--- src/rtl/muldiv_seq_ctrl.sv ---
// Multi-cycle sequencer for M-extension mul/div: step counter, divider strobes, completion and stall request.
// Optional MULDIV_DIV0_BYPASS_EN: divide-by-zero completes in the start cycle without entering DIV.
module muldiv_seq_ctrl #(
  parameter int MUL_CYCLES = 4,
  parameter int DIV_CYCLES = 17,
  parameter int CNT_W      = 5
) (
  input  logic             clk,
  input  logic             resetn,
  input  logic             flush_i,
  input  logic             valid_i,
  input  logic             is_m_i,
  input  logic             is_d_i,
  input  logic             rs2_zero_i,
  input  logic             ex_ready_i,
  output logic [CNT_W-1:0] step_o,
  output logic             d_init_o,
  output logic             d_advance_o,
  output logic             d_last_o,
  output logic             fin_o,
  output logic             div0_o,
  output logic             busy_o,
  output logic             stall_req_o
);

  typedef enum logic [1:0] {S_IDLE, S_MUL, S_DIV} state_t;

  localparam logic [CNT_W-1:0] MUL_LAST = CNT_W'(MUL_CYCLES - 1);
  localparam logic [CNT_W-1:0] DIV_LAST = CNT_W'(DIV_CYCLES - 1);
  localparam logic [CNT_W-1:0] CNT_ONE  = CNT_W'(1);

  state_t           state_q, state_d;
  logic [CNT_W-1:0] cnt_q, cnt_d;
  logic             start_m, start_d;

`ifndef MULDIV_DIV0_BYPASS_EN
  logic unused_rs2_zero;
  assign unused_rs2_zero = rs2_zero_i;
`endif

  // Starts are gated by resetn so every output stays low while reset is held.
  assign start_m = resetn & (state_q == S_IDLE) & valid_i & is_m_i & ~flush_i;
  assign start_d = resetn & (state_q == S_IDLE) & valid_i & is_d_i & ~is_m_i & ~flush_i;

  always_ff @(posedge clk or negedge resetn) begin
    if (!resetn) begin
      state_q <= S_IDLE;
      cnt_q   <= '0;
    end else begin
      state_q <= state_d;
      cnt_q   <= cnt_d;
    end
  end

  always_comb begin
    state_d     = state_q;
    cnt_d       = cnt_q;
    step_o      = '0;
    d_init_o    = 1'b0;
    d_advance_o = 1'b0;
    d_last_o    = 1'b0;
    fin_o       = 1'b0;
    div0_o      = 1'b0;
    busy_o      = 1'b0;

    case (state_q)
      S_IDLE: begin
        if (start_m) begin
          busy_o = 1'b1;
          if (MUL_CYCLES == 1) begin
            fin_o = 1'b1;
          end else if (ex_ready_i) begin
            cnt_d   = CNT_ONE;
            state_d = S_MUL;
          end
        end else if (start_d) begin
          busy_o   = 1'b1;
          d_init_o = 1'b1;
`ifdef MULDIV_DIV0_BYPASS_EN
          if (rs2_zero_i) begin
            fin_o  = 1'b1;
            div0_o = 1'b1;
          end else if (ex_ready_i) begin
            cnt_d   = CNT_ONE;
            state_d = S_DIV;
          end
`else
          if (ex_ready_i) begin
            cnt_d   = CNT_ONE;
            state_d = S_DIV;
          end
`endif
        end
      end

      S_MUL: begin
        step_o = cnt_q;
        busy_o = 1'b1;
        // Terminal compare precedes the increment, so cnt never wraps.
        if (cnt_q == MUL_LAST) begin
          fin_o = 1'b1;
          if (ex_ready_i) begin
            state_d = S_IDLE;
            cnt_d   = '0;
          end
        end else if (ex_ready_i) begin
          cnt_d = cnt_q + CNT_ONE;
        end
      end

      S_DIV: begin
        step_o      = cnt_q;
        busy_o      = 1'b1;
        d_advance_o = 1'b1;
        if (cnt_q == DIV_LAST) begin
          d_last_o = 1'b1;
          fin_o    = 1'b1;
          if (ex_ready_i) begin
            state_d = S_IDLE;
            cnt_d   = '0;
          end
        end else if (ex_ready_i) begin
          cnt_d = cnt_q + CNT_ONE;
        end
      end

      default: begin
        state_d = S_IDLE;
        cnt_d   = '0;
      end
    endcase

    // Flush overrides both start and completion in the same cycle.
    if (flush_i) begin
      step_o      = '0;
      d_init_o    = 1'b0;
      d_advance_o = 1'b0;
      d_last_o    = 1'b0;
      fin_o       = 1'b0;
      div0_o      = 1'b0;
      busy_o      = 1'b0;
      state_d     = S_IDLE;
      cnt_d       = '0;
    end
  end

  assign stall_req_o = busy_o & ~fin_o;

endmodule
--- config.mk ---
export PLATFORM = sky130hd
export DESIGN_NAME = muldiv_seq_ctrl
export DESIGN_NICKNAME = d
export VERILOG_FILES = /design/src/rtl/muldiv_seq_ctrl.sv
export SDC_FILE = /design/constraint.sdc
export NUM_CORES = 1
export LEC_CHECK = 0
export CAP_MARGIN = 20
export CORE_UTILIZATION = 55
export DETAILED_ROUTE_END_ITERATION = 16
export DONT_BUFFER_PORTS = 1
export GPL_TIMING_DRIVEN = 0
export PLACE_DENSITY = 0.74
export SLEW_MARGIN = 20
export SYNTH_ARGS = -nofsm -noshare
export SYNTH_HDL_FRONTEND = slang
export SYNTH_SLANG_ARGS = --single-unit
export TNS_END_PERCENT = 20
--- constraint.sdc ---
create_clock -name clk -period 3.77 [get_ports clk]
set_input_delay 0.1885 -clock clk [delete_from_list [all_inputs] [get_ports clk]]
set_output_delay 0.1885 -clock clk [all_outputs]
set_load 0.02 [all_outputs]
==> impl_metrics.yaml <==
global_routing:
  antenna_found_initial: 0
  grt_pass1_wl_um: 2940
  grt_max_degree: 10
  gr-total-overflow: 0
  grt_usage_pct: 28.9
  grt_pass1_vias: 691
clocking:
  cts_tree: "built"
  cts_max_level: 1
  cts_buffers: 3
  clock_path_buffers: 2
  cts_resized: 0
  clkLatencyLatePin_ns: 0.27
  cts_root_buf: "clkbuf_4"
  clock-sinks: 7
  path_clk_slew_ns: 0.06
  post-cts-setup-buffers: 0
detailed_routing:
  viasPerCell: 6.60
  firstDrtPassIters: 4
  post_drt_wl_per_cell_um: 16.3
  wl_um: 1880
  vias: 759
  route.detailed.drc: 0
  ant_nets: 0
  drtIter0Drc: 23
worst_hold_path:
  hp-class: "in -> reg"
  hp-start: "resetn"
setup_path:
  startpoint: "cnt_q[0]"
  critPathKind: "reg -> out"
  reg2reg_slack_ns: 1.93
  r2r-start: "cnt_q[0]"
  crit_chain: "ha_1 -> nor4b_4 -> a22oi_1 -> nor3b_1 -> nor2b_1"
  cp_slowest_cell: "nor3b_1"
  arrival_ns: 2.40
  crit_required_ns: 3.58
  start_kind: "flop"
  max_stage_delay_ns: 0.65
  cp_max_fo: 6
  endpoint_kind: "output port"
synth:
  yosysTopAreaCell: "dfrtp_1"
  synth_area_per_cell_um2: 8.30
  async_flop_share_pct: 100
  ys_seq_area_share_pct: 22.2
  synth_top_cell_area_share_pct: 22.2
  synthTopCellsByArea: "dfrtp_1 (22%), ha_1 (11%), inv_1 (5.2%)"
  netlist_area_um2: 788
  ys_types: 40
  synthCells: 95
  ys.flop_type: "dfrtp_1"
  synth_edf_count: 0
  synth-seq-cells: 7
  yosys_warnings: 0
  syn_nets: 110
job:
  cap_violations: 0
timing:
  maxSlewViolCount: 0
  finalClockSkew_ns: 0.00336
  finalHoldViolCount: 0
  period_share_pct: 68.6
  period_minus_slack_ns: 2.58
  timing.fmax_mhz: 387
  relSlewSlack_pct: 50.1
  setup_viol: 0
  rsz0062_at_grt: "false"
  tightest_slew_ns: 0.746
  finalSetupTns_ns: 0
finish:
  stdcell_area_um2: 843
  stdcell_count: 115
  diodes: 0
  final_nets: 116
  final_cell_mix: "inv_1 (11), ha_1 (7), dfrtp_1 (7)"
  final_common_cell: "inv_1"
  final_core_util_pct: 64.0
  area_delta_synth_final_pct: 6.98
  layout-drive-gt1-share_pct: 11.0
floorplan:
  core_um2: 1320
  die_x_um: 39.9
  die_h_um: 39.9
  io_pins: 20
  placementRows: 13
  initial_utilization_pct: 59.8
  die-area_um2: 1590
run_status:
  status: "completed"
placement:
  place_hpwl_um: 1390
  dpl_cell_area_um2: 807
  gp_congestion: 0.789
  place_inst: 110
  port_buffers: 0
power:
  p_leak_nw: 0.380
  powerDensity_nw_per_um2: 448
  peakVddDrop_mv: 0.266
-- timing repair --
item / in CTS / in global routing
hold buffers: 1 / 0
setup endpoints to repair: 0 / 0
hold endpoints to repair: 7 / 0
-- per-layer routing --
metal	part of all wire (%)	global-route usage, %	wire, um	vias up
met3	5.8	9.66	109	7
met2	50	48.0	944	35
li1	-	-	-	356
met5	0	0	0	-
met4	2.2	15.5	42	0
met1	42	31.8	782	361
-- per-stage QoR --
| step | power (W) | setup slack (ns) | hold WS, ns |
|---|---|---|---|
| global route | 0.000406 | 1.03 | 0.0801 |
| detailed placement | 0.000298 | 1.49 | -0.107 |
| floorplan | 0.000262 | 1.76 | -0.107 |
| CTS | 0.000375 | 1.19 | 0.0809 |
| global placement | 0.000291 | 1.52 | -0.107 |
| finish | 0.000378 | 1.19 | 0.0686 |
-- sequential cells by signal (all words and copies together), names as in the netlist --
register	count
state_q	2
cnt_q	5
-- worst paths after layout --
path / to / depth (start not counted)
worst max-delay path: stall_req_o / 5
worst min-delay path: state_q[0] / 2
worst max register to register: state_q[1] / 5
worst min register to register: state_q[1] / 1
max in group asynchronous: cnt_q[4] / 1
min in group asynchronous: cnt_q[0] / 1
-- where the power goes --
part	switching, W	internal, W
Clock	0.0000361	0.0000409
Sequential	0.0000163	0.0000869
Combinational	0.000115	0.0000824
-- critical path: cells and delay by family, from the launching register on --
family | cells | cell delay [ns]
adders and majority gates | 1 | 0.29
DFF | 1 | 0.43
AOI/OAI and AO/OA | 1 | 0.17
and+or+nand+nor | 3 | 1.23
-- synthesized netlist by cell type, drive strengths merged (2+ instances only) --
master / count
mux2i: 2
and3: 2
nand3: 2
nand2: 4
nor2: 6
a31oi: 3
nor2b: 3
nand2b: 2
ha: 7
and2: 6
nor3: 2
a21oi: 5
dfrtp: 7
o2111ai: 3
nand4: 4
inv: 11
buf: 4
nor3b: 3
o22ai: 3
-- area by class of cell --
| class | instances | area, um2 |
|---|---|---|
| Multi-Input combinational cell | 73 | 541 |
| Fill cell | 117 | 474 |
| Sequential cell | 7 | 175 |
| Inverter | 11 | 41.3 |
| Buffer | 4 | 31.3 |
| Clock buffer | 4 | 26.3 |
| Tap cell | 15 | 18.8 |
| Timing Repair Buffer | 1 | 10.0 |
-- logic make-up after synthesis --
group                      count (synthesis)  share of synthesized area, %
buffers and inverters                     15                          9.21
other                                      1                         0.476
adders and majority gates                  7                          11.1
and+or+nand+nor                           40                          32.2
AOI/OAI and AO/OA                         23                          22.2
DFF                                        7                          22.2
muxes                                      2                          2.54
Note: power is estimated with default switching activity, not from simulation.
